===== src/rtl/dispatch_pkg.sv =====
// Types shared by the frame dispatcher, its bench and future stream controllers.
package dispatch_pkg;

   typedef enum logic [1:0] {
      IDLE   = 2'd0,
      SELECT = 2'd1,
      STREAM = 2'd2
   } state_e;

endpackage


===== src/rtl/math_pkg.sv =====
// Shared arithmetic helpers used to size vectors from parameters.
package math_pkg;

   // Ceiling log2: number of bits needed to index 'value' items.
   function automatic int log2(input int value);
      int r;
      r = 0;
      for (int i = 0; i < 31; i++) begin
         if ((1 << i) < value) r = i + 1;
      end
      return r;
   endfunction

endpackage


===== src/rtl/rr_arbiter.sv =====
// Round-robin picker: first requesting channel after the last grant, wrapping.
module rr_arbiter
   import math_pkg::*;
#(
   parameter  int N_CHS = 8,
   localparam int CH_W  = log2(N_CHS)
) (
   input  logic [N_CHS-1:0] req_i,
   input  logic [CH_W-1:0]  last_i,
   output logic [CH_W-1:0]  grant_o,
   output logic             any_o
);

   always_comb begin
      logic [CH_W-1:0] idx;
      logic            found;
      // NOTE: every output gets a default before the loop, otherwise paths that skip an assignment infer latches.
      grant_o = '0;
      found   = 1'b0;
      idx     = '0;
      for (int i = 0; i < N_CHS; i++) begin
         idx = CH_W'((int'(last_i) + 1 + i) % N_CHS);
         if (!found && req_i[idx]) begin
            found   = 1'b1;
            grant_o = idx;
         end
      end
      any_o = found;
   end

endmodule


===== src/rtl/frame_dispatcher.sv =====
// Dispatches framed input beats to a free decoder channel chosen round-robin,
// tracking per-channel busy flags and truncating frames at MAX_BEATS.
module frame_dispatcher
   import math_pkg::*;
   import dispatch_pkg::*;
#(
   parameter  int DATA_WIDTH = 32,
   parameter  int N_CHS      = 8,
   parameter  int MAX_BEATS  = 256,
   localparam int CH_W       = log2(N_CHS),
   localparam int CNT_W      = log2(MAX_BEATS) + 1
) (
   input  logic                  i_clk,
   input  logic                  i_rst,
   input  logic [DATA_WIDTH-1:0] i_data,
   input  logic                  i_valid,
   input  logic                  i_last,
   output logic                  o_ready,
   input  logic [N_CHS-1:0]      i_ch_done,
   output logic [DATA_WIDTH-1:0] o_data,
   output logic                  o_valid,
   output logic [CH_W-1:0]       o_dev_sel,
   output logic [N_CHS-1:0]      o_busy,
   output logic                  o_trunc
);

   state_e                  state_q, state_d;
   logic [N_CHS-1:0]        busy_q, busy_d;
   logic [DATA_WIDTH-1:0]   data_q, data_d;
   logic                    valid_q, valid_d;
   logic [CH_W-1:0]         sel_q, sel_d;
   logic [CH_W-1:0]         last_q, last_d;
   logic [CNT_W-1:0]        cnt_q, cnt_d;
   logic                    trunc_q, trunc_d;
   logic [CH_W-1:0]         grant;
   logic                    grant_any;

   rr_arbiter #(.N_CHS(N_CHS)) u_arb (
      .req_i   (~busy_q),
      .last_i  (last_q),
      .grant_o (grant),
      .any_o   (grant_any)
   );

   always_comb begin
      state_d = state_q;
      busy_d  = busy_q & ~i_ch_done;
      data_d  = data_q;
      valid_d = 1'b0;
      sel_d   = sel_q;
      last_d  = last_q;
      cnt_d   = cnt_q;
      trunc_d = 1'b0;
      o_ready = 1'b0;
      case (state_q)
         IDLE: begin
            if (!(&busy_q)) state_d = SELECT;
         end
         SELECT: begin
            if (grant_any) begin
               sel_d   = grant;
               last_d  = grant;
               cnt_d   = '0;
               state_d = STREAM;
            end else begin
               state_d = IDLE;
            end
         end
         STREAM: begin
            o_ready = 1'b1;
            if (i_valid) begin
               data_d  = i_data;
               valid_d = 1'b1;
               cnt_d   = cnt_q + 1'b1;
               // Setting after the done-clear lets a same-cycle set win.
               if (i_last || cnt_d == CNT_W'(MAX_BEATS)) begin
                  busy_d[sel_q] = 1'b1;
                  trunc_d       = !i_last;
                  state_d       = IDLE;
               end
            end
         end
         default: state_d = IDLE;
      endcase
   end

   always_ff @(posedge i_clk) begin
      if (i_rst) begin
         state_q <= IDLE;
         busy_q  <= '0;
         data_q  <= '0;
         valid_q <= 1'b0;
         sel_q   <= '0;
         last_q  <= CH_W'(N_CHS - 1);
         cnt_q   <= '0;
         trunc_q <= 1'b0;
      end else begin
         // NOTE: non-blocking so every register samples pre-edge values regardless of statement order.
         state_q <= state_d;
         busy_q  <= busy_d;
         data_q  <= data_d;
         valid_q <= valid_d;
         sel_q   <= sel_d;
         last_q  <= last_d;
         cnt_q   <= cnt_d;
         trunc_q <= trunc_d;
      end
   end

   assign o_data    = data_q;
   assign o_valid   = valid_q;
   assign o_dev_sel = sel_q;
   assign o_busy    = busy_q;
   assign o_trunc   = trunc_q;

endmodule


===== config.mk =====
export PLATFORM = sky130hd
export DESIGN_NAME = frame_dispatcher
export DESIGN_NICKNAME = d
export VERILOG_FILES = /design/src/rtl/dispatch_pkg.sv /design/src/rtl/math_pkg.sv /design/src/rtl/rr_arbiter.sv /design/src/rtl/frame_dispatcher.sv
export SDC_FILE = /design/constraint.sdc
export NUM_CORES = 1
export LEC_CHECK = 0
export CAP_MARGIN = 20
export CORE_MARGIN = 3
export CORE_UTILIZATION = 48
export CTS_CLUSTER_DIAMETER = 120
export DETAILED_ROUTE_END_ITERATION = 7
export PLACE_DENSITY = 0.8
export SETUP_SLACK_MARGIN = 0.02
export SLEW_MARGIN = 20
export SYNTH_ARGS = -nofsm -noshare
export SYNTH_HDL_FRONTEND = slang
export SYNTH_SLANG_ARGS = --single-unit

===== constraint.sdc =====
create_clock -name i_clk -period 4.6 [get_ports i_clk]
set_input_delay 0.92 -clock i_clk [delete_from_list [all_inputs] [get_ports i_clk]]
set_output_delay 0.92 -clock i_clk [all_outputs]
set_load 0.03 [all_outputs]

==> run summary <==
Summed over all layers, the global routing overflow is 0. The initial antenna violation count is 0. By area the synthesized netlist is led by dfxtp_1 (37%), nand2_1 (9.0%), a21oi_1 (7.8%). In this run the clock root is driven by a clkbuf_8.

The logs give 384 for the number of instances in the synthesized netlist and 0.500 for the starting utilization of the core area. After routing, the total negative slack on setup checks comes to 0 ns. The tools report the total global routing track utilization as 0.237. The filler cells instantiated in the layout total 502.

The congestion estimate from routability-driven global placement came to 0.928. The run gives 0 as the number of max-capacitance violations reported. The worst setup path is captured at a flip-flop.

The worst hold slack after final layout is 0.440 ns, and the final worst clock skew is 0.00699 ns. Setup repair after global routing left no endpoint under its margin. 0 antenna diodes ended up in the layout. The insertion delay of the later-clocked pin in the worst-skew pair was 0.33 ns; the final number of setup-violating endpoints was 0.

The tools report the reported net switching power as 0.404 mW. The routed wirelength normalized by instance count came out at 16.2 um. The part of the power in the clock network is 0.317, and the number of enable flip-flop cells after synthesis is 0. VDD sags by at most 278 uV. The number of top-level pins was 90; the footprint of the flip-flops and latches was 1180 um2. The relative slew slack is 0.298, and the power density of the placed cells is 315 nW/um2. In this run the deepest clock path goes through 2 buffers. In this run the core area contains 29 standard-cell rows. The tools report the first-pass detailed-route iteration total as 4. Class of the tightest hold or removal check: flip-flop to flip-flop. Top flip-flop cell by instance count after synthesis: dfxtp_1. The logs give 7700 um2 for the die area and 14500 um for the wire length of the first global-routing pass. The half-perimeter wire length of the detailed placement result is 6110 um. The H-tree was split into 3 levels. The synthesized area was 3210 um2.

The final net count was 510. The internal portion of the total power is 0.939 mW. In the routed design, unresolved DRC markers number 0. The area used by multi-input combinational logic came out at 1870 um2. The post-cts gate resize count is 0, and the total of hold buffers inserted after clock tree synthesis is 0. The post-synthesis sequential element count came out at 59.

The routed design has 8800 um of wire. The fraction of power spent switching nets works out to 0.301. The flow ran to the end, and the final reports show no timing, DRC or antenna violations.

In this run the tool buffered the top-level ports with 89 buffer cells. The max-slew violation count is 0. By count the netlist is led by nand2_1 (77), dfxtp_1 (59), a21oi_1 (50). The detail-routed via count per cell was 5.81.

In this run the static leakage power is 1.53 nW. The tools report the count of synthesis-stage warnings from yosys as 0. The clock period could shrink to 3.28 ns. When the netlist entered floorplanning its net count stood at 431. In this run the worst path has a maximum fanout of 11.

The run gives 6420 um2 as the area of the core. Averaged over all synthesized cells, the footprint is 8.36 um2. The share of the synthesized area in the top cell type is 0.368.

For the pin with the worst max-slew slack, the measured transition is 1.05 ns. For the portion of the post-synthesis area used by sequential elements, the log shows 0.368. Async set-reset flop share out of synthesis: 0.

The worst setup path is of the flip-flop to flip-flop kind. For the via count, the log shows 3147. The fraction of final layout cells with drive strength greater than 1 came out at 0.0839. The number of global-route vias before repair was 2948; the number of endpoints with negative hold slack in the final report was 0.

For the total power of the final layout, the log shows 1.34 mW. Once the clock tree was built, the setup fixing pass inserted 0 buffers. For the worst setup path, the data required time is 4.85 ns. The tools report the number of sinks handled by clock tree synthesis as 59.

The floorplan step set the die height to 87.8 um. Post-synthesis cell type count: 60. The synthesis-to-finish area growth was 32.9%; the number of clock buffers inserted by TritonCTS was 9.

The die is 87.8 um wide. Summed over all instances, the cell type with the most area after synthesis is dfxtp_1. TritonCTS built the clock tree.

The relative contribution of sequential cells to total power was 0.412; the starting DRC count in detailed routing was 187. The maximum clock frequency was 0.305 GHz. The count of nets left with antenna violations once routing finished came out at 0. STA classifies the critical path startpoint as a flip-flop. The share of the cycle needed by the critical path after routing was 0.713; the data arrival time at the worst-slack endpoint was 3.53 ns.

Among all cell types in the netlist, the one instantiated most often is nand2_1. After clock tree synthesis, the clock-pin slew on the worst setup and hold paths is 0.06 ns. The logs give 0.271 for the combinational share of power and 60 for the maximum number of pins on one net before global-route repair.
-- state kept, by name (all words and copies together) (netlist names) --
signal and cells:
cnt_q 9, o_valid 1, state_q 2, o_dev_sel 3, last_q 3, o_busy 8, o_trunc 1, o_data 32
-- final timing paths --
check	startpoint	to	slack (ns)	cells after the start
worst max-delay path	last_q[0]	cnt_q[8]	1.32	8
worst min-delay path	state_q[0]	state_q[0]	0.44	1
worst max register to register	last_q[0]	cnt_q[8]	1.32	8
worst min register to register	state_q[0]	state_q[0]	0.44	1
-- per-stage QoR --
stage / setup WS (ns) / std cells / cell area, um2 / util
5_1_grt: 1.14 / 542 / 4270 / 0.664
3_5_place_dp: 1.43 / 529 / 4100 / 0.638
2_1_floorplan: 1.40 / 384 / 3210 / -
3_3_place_gp: 1.52 / 529 / 4100 / 0.638
4_1_cts: 1.34 / 542 / 4270 / 0.664
6_report: 1.32 / 542 / 4270 / 0.664
-- layout by cell type (no fill, tap or decap), drive strengths merged, types with 6 or more instances in the layout --
| cell type | instances |
|---|---|
| clkdlybuf4s50 | 88 |
| nand2 | 77 |
| dfxtp | 59 |
| a21oi | 50 |
| nor2 | 28 |
| o21ai | 17 |
| inv | 10 |
| nor2b | 10 |
| mux4 | 9 |
| clkbuf | 9 |
| mux2i | 7 |
| mux2 | 6 |
-- logic make-up after synthesis --
group | synth area share
xor+xnor | 0.0273
compound gates | 0.204
simple gates | 0.228
mux | 0.112
flops | 0.368
fa+ha+maj | 0.0117
buf+inv | 0.0487
-- area by class of cell --
class	count	share of cell area
flip-flops and latches	59	0.277
clock inverters	4	0.0106
clock buffers	9	0.0290
well taps	77	0.0226
multi-input cells	291	0.439
repair buffers	92	0.213
inverters	10	0.00880
-- critical path, stage by stage (launching register included) --
cell and delay [ns]:
dfxtp_1 0.32, inv_1 0.08, ha_1 0.51, mux4_2 0.64, mux2i_2 0.34, o41ai_4 0.19, and2_0 0.36, or4_1 0.55
a21oi_1 0.19
-- power by group through the flow --
stage | clock [mW] | combinational, mW | sequential [mW]
2_1_floorplan | 0 | 0.247 | 0.578
3_3_place_gp | 0 | 0.354 | 0.563
6_report | 0.426 | 0.364 | 0.553
4_1_cts | 0.434 | 0.363 | 0.553
5_1_grt | 0.458 | 0.392 | 0.556
3_5_place_dp | 0 | 0.361 | 0.564
-- per-layer routing --
layer / part of all wire / vias up / global-route usage
met5: 0 / - / 0
met4: 0.024 / 0 / 0.0795
met3: 0.077 / 20 / 0.0818
met2: 0.47 / 117 / 0.352
met1: 0.43 / 1485 / 0.323
li1: - / 1525 / -
(Power assumes the default switching activity.)
